`src/rtl/abs_diff_pipe_if.sv`:
```
// Stream bundle for abs_diff_pipe: input beat (a, b, thresh), output beat
// (diff, dist, fg), and the foreground counter clear/value.
// master = upstream/downstream driver side, slave = the abs_diff_pipe block.
interface abs_diff_pipe_if #(
  parameter int WIDTH    = 8,
  parameter int CHANNELS = 3,
  parameter int CNT_W    = 20
);
  localparam int SUM_W = WIDTH + $clog2(CHANNELS);

  logic                      in_valid;
  logic                      in_ready;
  logic [CHANNELS*WIDTH-1:0] in_a;
  logic [CHANNELS*WIDTH-1:0] in_b;
  logic [SUM_W-1:0]          in_thresh;
  logic                      out_valid;
  logic                      out_ready;
  logic [CHANNELS*WIDTH-1:0] out_diff;
  logic [SUM_W-1:0]          out_dist;
  logic                      out_fg;
  logic                      cnt_clr;
  logic [CNT_W-1:0]          fg_count;

  modport master (
    output in_valid, in_a, in_b, in_thresh, out_ready, cnt_clr,
    input  in_ready, out_valid, out_diff, out_dist, out_fg, fg_count
  );

  modport slave (
    input  in_valid, in_a, in_b, in_thresh, out_ready, cnt_clr,
    output in_ready, out_valid, out_diff, out_dist, out_fg, fg_count
  );
endinterface

```
`src/rtl/abs_diff_pipe.sv`:
```
// Per-channel |a-b|, reduced to L1 sum (MODE 0) or channel max (MODE 1), thresholded to a fg flag.
// Latency 2 cycles accept-to-out_valid, 1 beat/cycle; fg_count saturates at 2^CNT_W-1.
// Full backpressure: in_ready = !s1_valid | !out_valid | out_ready, stalled stages hold.
// Ports: clk, rst_n (async active-low), bus (slave): in_valid/in_ready/in_a/in_b/in_thresh,
//   out_valid/out_ready/out_diff/out_dist/out_fg, cnt_clr, fg_count.
module abs_diff_pipe #(
  parameter int WIDTH    = 8,
  parameter int CHANNELS = 3,
  parameter int MODE     = 0,
  parameter int CNT_W    = 20
) (
  input  logic            clk,
  input  logic            rst_n,
  abs_diff_pipe_if.slave  bus
);
  localparam int SUM_W = WIDTH + $clog2(CHANNELS);
  localparam int DW    = CHANNELS * WIDTH;

  logic             adv1;
  logic             adv2;
  logic             fg_xfer;
  logic [DW-1:0]    diff_c;
  logic [WIDTH-1:0] a_c;
  logic [WIDTH-1:0] b_c;
  logic [SUM_W-1:0] dist_c;
  logic [SUM_W-1:0] d_c;

  logic             s1_valid;
  logic [DW-1:0]    s1_diff;
  logic [SUM_W-1:0] s1_thresh;

  logic             out_valid_q;
  logic [DW-1:0]    out_diff_q;
  logic [SUM_W-1:0] out_dist_q;
  logic             out_fg_q;
  logic [CNT_W-1:0] fg_count_q;

  // Stage advance: an output slot frees when empty or being taken; stage 1
  // can take a new beat when empty or when it moves into stage 2.
  assign adv2 = !out_valid_q | bus.out_ready;
  assign adv1 = !s1_valid | adv2;
  assign bus.in_ready = adv1;

  // Stage 1 difference: subtract the smaller from the larger so the result
  // is exact in WIDTH bits.
  always_comb begin
    diff_c = '0;
    a_c    = '0;
    b_c    = '0;
    for (int c = 0; c < CHANNELS; c++) begin
      a_c = bus.in_a[c*WIDTH +: WIDTH];
      b_c = bus.in_b[c*WIDTH +: WIDTH];
      diff_c[c*WIDTH +: WIDTH] = (a_c >= b_c) ? (a_c - b_c) : (b_c - a_c);
    end
  end

  always_ff @(posedge clk or negedge rst_n) begin
    if (!rst_n) begin
      s1_valid <= 1'b0;
    end else if (adv1) begin
      s1_valid <= bus.in_valid;
    end
  end

  always_ff @(posedge clk) begin
    if (bus.in_valid && adv1) begin
      s1_diff   <= diff_c;
      s1_thresh <= bus.in_thresh;
    end
  end

  // Stage 2 reduction; SUM_W leaves room for CHANNELS full-scale diffs.
  always_comb begin
    dist_c = '0;
    d_c    = '0;
    for (int c = 0; c < CHANNELS; c++) begin
      d_c = SUM_W'(s1_diff[c*WIDTH +: WIDTH]);
      if (MODE == 0) begin
        dist_c = dist_c + d_c;
      end else if (d_c > dist_c) begin
        dist_c = d_c;
      end
    end
  end

  always_ff @(posedge clk or negedge rst_n) begin
    if (!rst_n) begin
      out_valid_q <= 1'b0;
      out_diff_q  <= '0;
      out_dist_q  <= '0;
      out_fg_q    <= 1'b0;
    end else if (adv2) begin
      out_valid_q <= s1_valid;
      if (s1_valid) begin
        out_diff_q <= s1_diff;
        out_dist_q <= dist_c;
        out_fg_q   <= (dist_c > s1_thresh);
      end
    end
  end

  // Count foreground beats as they leave; a clear in the same cycle as a
  // counted transfer keeps that transfer.
  assign fg_xfer = out_valid_q & bus.out_ready & out_fg_q;

  always_ff @(posedge clk or negedge rst_n) begin
    if (!rst_n) begin
      fg_count_q <= '0;
    end else if (bus.cnt_clr) begin
      fg_count_q <= fg_xfer ? CNT_W'(1) : '0;
    end else if (fg_xfer && (fg_count_q != {CNT_W{1'b1}})) begin
      fg_count_q <= fg_count_q + CNT_W'(1);
    end
  end

  assign bus.out_valid = out_valid_q;
  assign bus.out_diff  = out_diff_q;
  assign bus.out_dist  = out_dist_q;
  assign bus.out_fg    = out_fg_q;
  assign bus.fg_count  = fg_count_q;
endmodule

```
`src/flat_wrapper.sv`:
```
// flat-port wrapper written by rule: the top's interface ports become plain ports
module abs_diff_pipe_flat 
#(
  parameter int WIDTH    = 8,
  parameter int CHANNELS = 3,
  parameter int MODE     = 0,
  parameter int CNT_W    = 20
)
  (clk, rst_n, bus_in_valid, bus_in_a, bus_in_b, bus_in_thresh, bus_out_ready, bus_cnt_clr, bus_in_ready, bus_out_valid, bus_out_diff, bus_out_dist, bus_out_fg, bus_fg_count);
  abs_diff_pipe_if #(.WIDTH(WIDTH), .CHANNELS(CHANNELS), .CNT_W(CNT_W)) bus_i ();
  input  logic clk;
  input  logic rst_n;
  input wire logic [$bits(bus_i.in_valid)-1:0] bus_in_valid;
  input wire logic [$bits(bus_i.in_a)-1:0] bus_in_a;
  input wire logic [$bits(bus_i.in_b)-1:0] bus_in_b;
  input wire logic [$bits(bus_i.in_thresh)-1:0] bus_in_thresh;
  input wire logic [$bits(bus_i.out_ready)-1:0] bus_out_ready;
  input wire logic [$bits(bus_i.cnt_clr)-1:0] bus_cnt_clr;
  output wire logic [$bits(bus_i.in_ready)-1:0] bus_in_ready;
  output wire logic [$bits(bus_i.out_valid)-1:0] bus_out_valid;
  output wire logic [$bits(bus_i.out_diff)-1:0] bus_out_diff;
  output wire logic [$bits(bus_i.out_dist)-1:0] bus_out_dist;
  output wire logic [$bits(bus_i.out_fg)-1:0] bus_out_fg;
  output wire logic [$bits(bus_i.fg_count)-1:0] bus_fg_count;
  assign bus_i.in_valid = bus_in_valid;
  assign bus_i.in_a = bus_in_a;
  assign bus_i.in_b = bus_in_b;
  assign bus_i.in_thresh = bus_in_thresh;
  assign bus_i.out_ready = bus_out_ready;
  assign bus_i.cnt_clr = bus_cnt_clr;
  assign bus_in_ready = bus_i.in_ready;
  assign bus_out_valid = bus_i.out_valid;
  assign bus_out_diff = bus_i.out_diff;
  assign bus_out_dist = bus_i.out_dist;
  assign bus_out_fg = bus_i.out_fg;
  assign bus_fg_count = bus_i.fg_count;
  abs_diff_pipe #(.WIDTH(WIDTH), .CHANNELS(CHANNELS), .MODE(MODE), .CNT_W(CNT_W)) u_core (.clk(clk), .rst_n(rst_n), .bus(bus_i));
endmodule
```
`config.mk`:
```
export PLATFORM = sky130hd
export DESIGN_NAME = abs_diff_pipe_flat
export DESIGN_NICKNAME = d
export VERILOG_FILES = /design/src/rtl/abs_diff_pipe_if.sv /design/src/rtl/abs_diff_pipe.sv /design/src/flat_wrapper.sv
export SDC_FILE = /design/constraint.sdc
export NUM_CORES = 1
export LEC_CHECK = 0
export BUFFER_PORTS_ARGS = -buffer_cell sky130_fd_sc_hd__buf_2
export CORE_AREA = 3 3 125 127
export DETAILED_ROUTE_END_ITERATION = 6
export DIE_AREA = 0 0 128 130
export PLACE_DENSITY = 0.74
export SETUP_SLACK_MARGIN = 0.1
export SLEW_MARGIN = 10
export SYNTH_ARGS = -nofsm -noshare
export SYNTH_HDL_FRONTEND = slang
export SYNTH_SLANG_ARGS = --single-unit
```
`constraint.sdc`:
```
create_clock -name clk -period 7 [get_ports clk]
set_input_delay 0.35 -clock clk [delete_from_list [all_inputs] [get_ports clk]]
set_output_delay 0.35 -clock clk [all_outputs]
set_load 0.01 [all_outputs]
```
; ---- After elaboration in Yosys (flattened, before gate mapping)
; Cells that the tools add are included.
[word_totals]
ff_bits = 91
n_memories = 0
elab_cells = 38
latchBits = 0
mem_bits_ro = 0
ram_bits = 0
in_bits = 63
[op_classes]
multipliers = 0
n_bitwise = 4
div = 0
add_sub_neg = 9
mux = 6
n_lt_le_gt_ge = 4
shifts = 0
reduce_logical = 6
n_eq_ne = 1
[ops]
columns = operator, count
row1 = $sub A8 B8 Y8, 6
row2 = $mux W20, 2
row3 = $ge A8 B8 Y1, 3
row4 = $mux W8, 3
row5 = $add A20 B1 Y20 const B, 1
row6 = $ne A20 B20 Y1 const B, 1
row7 = $add A10 B8 Y10, 1
row8 = $gt A10 B10 Y1, 1
row9 = $add A8 B8 Y9, 1
row10 = $and A1 B1 Y1, 2
row11 = $logic_and A1 B1 Y1, 2
row12 = $logic_not A1 Y1, 2
row13 = $or A1 B1 Y1, 2
row14 = $reduce_and A2 Y1, 1
row15 = $reduce_bool A2 Y1, 1
row16 = $mux W1, 1

; ---- Logic depth before layout (Yosys ltp)
[logic_depth]
depth_word = 5
depth_mapped = 19
depth_no_buf = 19

; ---- Worst setup path after synthesis
; No wires, ideal clock.
[synth_timing]
path_type = flip-flop to flip-flop
start = reg u_core.s1_diff[0]
end = reg u_core.out_fg_q (netlist: u_core.bus.out_fg)
setup_ns = 0.135
path_stages_with_launch = 18
period_less_slack_ns = 3.422
n_path_buf = 0
slack_ns = 3.578
t_arrival_ns = 3.288
cell_sequence = edfxtp_1 > ha_1 > inv_1 > fa_1 > nand2b_1 > a211oi_1 > o21a_1 > nor2_1 > xnor2_1 > ha_1 > nor3_1 > inv_1 > o31a_1 > xnor2_1 > ha_1 > or3_1 > a211oi_1 > o31ai_1
[synth_via]
elab_chain_len = 3
[synth_rtl]
columns = item, line
row1 = start: declaration, abs_diff_pipe.sv:29  ; logic [DW-1:0] s1_diff;
row2 = start signal: assignment, abs_diff_pipe.sv:67  ; s1_diff <= diff_c;
row3 = $add A8 B8 Y9, abs_diff_pipe.sv:79  ; dist_c = dist_c + d_c;
row4 = $add A10 B8 Y10, abs_diff_pipe.sv:79
row5 = named net u_core.dist_c[8], abs_diff_pipe.sv:25  ; logic [SUM_W-1:0] dist_c;
row6 = $gt A10 B10 Y1, abs_diff_pipe.sv:97  ; out_fg_q <= (dist_c > s1_thresh);
row7 = end signal: assignment, abs_diff_pipe.sv:97
row8 = end: declaration, abs_diff_pipe.sv:35  ; logic out_fg_q;
; The timed path passes the listed nets, and every way through them passes these cells.
; A chain may end at the register's enable or synchronous reset.

; ---- Worst setup path in the final report
; Ends and elaborated chain as after synthesis.

==> results.toml <==
[global_route]
first_global_vias = 4806
grt_use_total = 0.167
grt.overflow.total = 0
grt_start_max_net_pins = 58
antenna_found_initial = 0
grt_first_pass_wirelength_um = 22500

[detailed_routing]
drt_wl_total_um = 13600
via_count = 5055
detail_route.drc_violations = 0
firstDrtPassIters = 4
drt_first_iter_violations = 205
detail_route.wl_per_cell_um = 14.1
route.detailed.vias_per_inst = 5.23
remaining_antenna_violation_count_after_routing = 0

[run_status]
outcome = "completed"

[clocking]
cts.htree.levels = 3
postCtsSetupRepairBufs = 0
clock_tree_root_driver_cell = "sky130_fd_sc_hd__clkbuf_16"
cts.sink_count = 91
clkTransAtPathRegs_ns = 0.07
clock_path_buffers = 2
clk_latency_ns = 0.34
clock_tree_from_tritoncts = "done"
holdBufCountCts = 0
cts_resized = 0
cts_inserted_buffers = 9

[synthesis]
post_synth_inst_count = 667
syn_nets = 810
ys.flop_type = "sky130_fd_sc_hd__dfrtp_1"
synthArstFlopShare = 0.626
syn_avg_cell_area_um2 = 9.58
post_synth_instance_area_um2 = 6390
number_of_flip_flops_and_latches_in_the_synthesized_netlist = 91
ys_warn_count = 0
synth_largest_type_area_fraction = 0.223
number_of_flops_mapped_to_enable_cells_by_yosys = 34
synthTopCellsByArea = "sky130_fd_sc_hd__dfrtp_1 (22%), sky130_fd_sc_hd__edfxtp_1 (16%), sky130_fd_sc_hd__ha_1 (14%)"
synth_top_cell_by_area = "sky130_fd_sc_hd__dfrtp_1"
synthMostInstantiatedCell = "sky130_fd_sc_hd__nand2_1"
yosysUniqueCellTypes = 55
synth_common_cells = "sky130_fd_sc_hd__nand2_1 (95), sky130_fd_sc_hd__ha_1 (72), sky130_fd_sc_hd__inv_1 (71), sky130_fd_sc_hd__dfrtp_1 (57), sky130_fd_sc_hd__nor2_1 (42)"
synth-seq-area-share = 0.383

[sta]
fin_tns_setup_ns = 0
relative_slew_margins = 0.265
rsz0062_at_grt = "no"
final_hold_viol_count = 0
final_worst_clock_skew_ns = 0.00769
worst_pin_slew_ns = 1.10
final_period_util = 0.532
final_period_minus_worst_setup_slack_ns = 3.72
maxClockFrequency_ghz = 0.269
setup_viol = 0
slew_violations = 0

[floorplan]
floorplan.initialDensity = 0.440
placeableCoreArea_um2 = 14500
die_height_um = 130
design.portCount = 120
placementRows = 44
die_w_um = 128
fp.dieArea_um2 = 16600

[worst_setup_path]
crit_path_start = "u_core.s1_diff[0]"
timing.critical_path.to_type = "flop"
ff2ff_path_depth = 17
max_fanout_on_critical_path = 4
crit_path_cell_trace = "ha_1 > inv_1 > fa_1 > nand2b_1 > a211oi_1 > o21a_1 > nor2_1 > xnor2_1 > ha_1 > nor3_1 > inv_1 > o31a_1 > xnor2_1 > ha_1 > or3_1 > a211oi_1 > o31ai_1"
critical_path_buffer_and_inverter_count = 2
worst_path_largest_cell_delay_ns = 0.39
cp-start-kind = "flop"
critical_path_required_ns = 7.20
worstReg2RegEnd = "u_core.bus.out_fg"
critPathMostFrequentCell = "sky130_fd_sc_hd__ha_1"
timing.setup.critical_path_class = "flop to flop"
startpoint_of_the_most_critical_register_to_register_path = "u_core.s1_diff[0]"
critical-path-slowest-cell = "sky130_fd_sc_hd__fa_1"
crit_arrival_ns = 3.92
delay_heaviest_family_cp = "compound AO/OA/AOI/OAI gates"
worst-r2r-setup-slack_ns = 3.28

[cells_and_area]
num_antenna_cells = 0
layout-drive-gt1-share = 0.192
multi_input_area_um2 = 3570
fillCellCount = 1364
final_area_um2 = 7430
area_growth_syn_to_layout_pct = 16.3
area.sequential_um2 = 2450
final_nets = 921

[pwr]
leakage_nw = 3.76
ir_worst_vdd_uv = 120
p_per_area_nw_per_um2 = 268

[worst_hold_path]
worstHoldPathType = "input pin to asynchronous set/reset pin"

[place]
gp_congestion = 0.900
detailed_place_hpwl_um = 10700
dpl-instance-area_um2 = 7130
portBuffers = 119

[job]
cap_viol_max_count = 0
## sequential cells by signal, indices dropped and copies added (netlist names)
name                  cells
u_core.bus.out_fg         1
u_core.s1_thresh         10
u_core.bus.out_diff      24
u_core.bus.out_valid      1
u_core.bus.fg_count      20
u_core.s1_diff           24
u_core.s1_valid           1
u_core.bus.out_dist      10
## placed cells by master (no fill, tap or decap), drive strengths merged, types with 3 or more instances in the layout
cell type,instances
o31a,3
buf,122
o211ai,6
mux2,4
a21o,18
a211oi,10
nand3,8
nor2b,3
a311oi,3
inv,72
edfxtp,34
o21a,8
mux2i,23
dfrtp,57
nand2,95
nand4,13
o21bai,3
nor4,9
xnor2,27
nor3,7
and2,4
fa,8
or3,3
a21oi,29
nand3b,6
o31ai,3
and3,5
o2111ai,3
nand2b,6
and4,3
o21ai,20
xor2,17
a31oi,13
ha,72
nor2,42
clkbuf,11
## cell families after synthesis
family                   share of synthesized area
AND/OR/NAND/NOR                              0.154
AO/OA/AOI/OAI                                0.135
buffers and inverters                       0.0580
flip-flops                                   0.383
adder cells (fa/ha/maj)                      0.166
XOR/XNOR                                    0.0603
multiplexers                                0.0431
## report_power, final
group	total (mW)	internal, mW	switching (mW)
Clock	0.476	0.279	0.197
Combinational	0.812	0.356	0.456
Sequential	0.705	0.652	0.0527
Total	1.99	1.29	0.706
## worst register-to-register path, stage by stage (launching register included)
cell and delay [ns]:
sky130_fd_sc_hd__edfxtp_1 0.36, sky130_fd_sc_hd__ha_1 0.17, sky130_fd_sc_hd__inv_1 0.05, sky130_fd_sc_hd__fa_1 0.39, sky130_fd_sc_hd__nand2b_1 0.20, sky130_fd_sc_hd__a211oi_1 0.27, sky130_fd_sc_hd__o21a_1 0.15, sky130_fd_sc_hd__nor2_1 0.04
sky130_fd_sc_hd__xnor2_1 0.12, sky130_fd_sc_hd__ha_1 0.22, sky130_fd_sc_hd__nor3_1 0.22, sky130_fd_sc_hd__inv_1 0.08, sky130_fd_sc_hd__o31a_1 0.30, sky130_fd_sc_hd__xnor2_1 0.14, sky130_fd_sc_hd__ha_1 0.20, sky130_fd_sc_hd__or3_1 0.34
sky130_fd_sc_hd__a211oi_1 0.22, sky130_fd_sc_hd__o31ai_1 0.12
## routing by layer
| metal | routed length [um] | GRT usage |
|---|---|---|
| met1 | 6210 | 0.218 |
| met2 | 6530 | 0.283 |
| met3 | 679 | 0.0344 |
| met4 | 206 | 0.0474 |
| met5 | 0 | 0 |
## worst max path at each step
stage,end,slack (ns),cells after the start
after global routing,u_core.bus.out_fg,2.99,16
after global placement,u_core.bus.out_fg,3.43,17
final,u_core.bus.out_fg,3.28,17
after detailed placement,u_core.bus.out_fg,3.31,17
after CTS,u_core.bus.out_fg,3.29,17
after floorplan,u_core.bus.out_fg,3.58,17
## per-stage QoR
step / utilization / hold slack (ns) / power [mW] / instances / setup WS (ns)
2_1_floorplan: - / 0.0544 / 1.29 / 667 / 3.58
3_3_place_gp: 0.491 / 0.454 / 1.51 / 951 / 3.43
3_5_place_dp: 0.491 / 0.458 / 1.53 / 951 / 3.31
4_1_cts: 0.511 / 0.179 / 2.01 / 967 / 3.29
5_1_grt: 0.511 / 0.177 / 2.15 / 967 / 2.99
6_report: 0.511 / 0.170 / 1.99 / 967 / 3.28
## final cells by class
class                      instances  share of cell area
multi-input combinational        483               0.481
sequential                        91               0.329
timing repair buffer             122              0.0832
inverter                          71              0.0359
clock buffer                      11              0.0313
tap                              184              0.0310
clock inverter                     5             0.00842
Note: power is estimated with default switching activity, not from simulation.
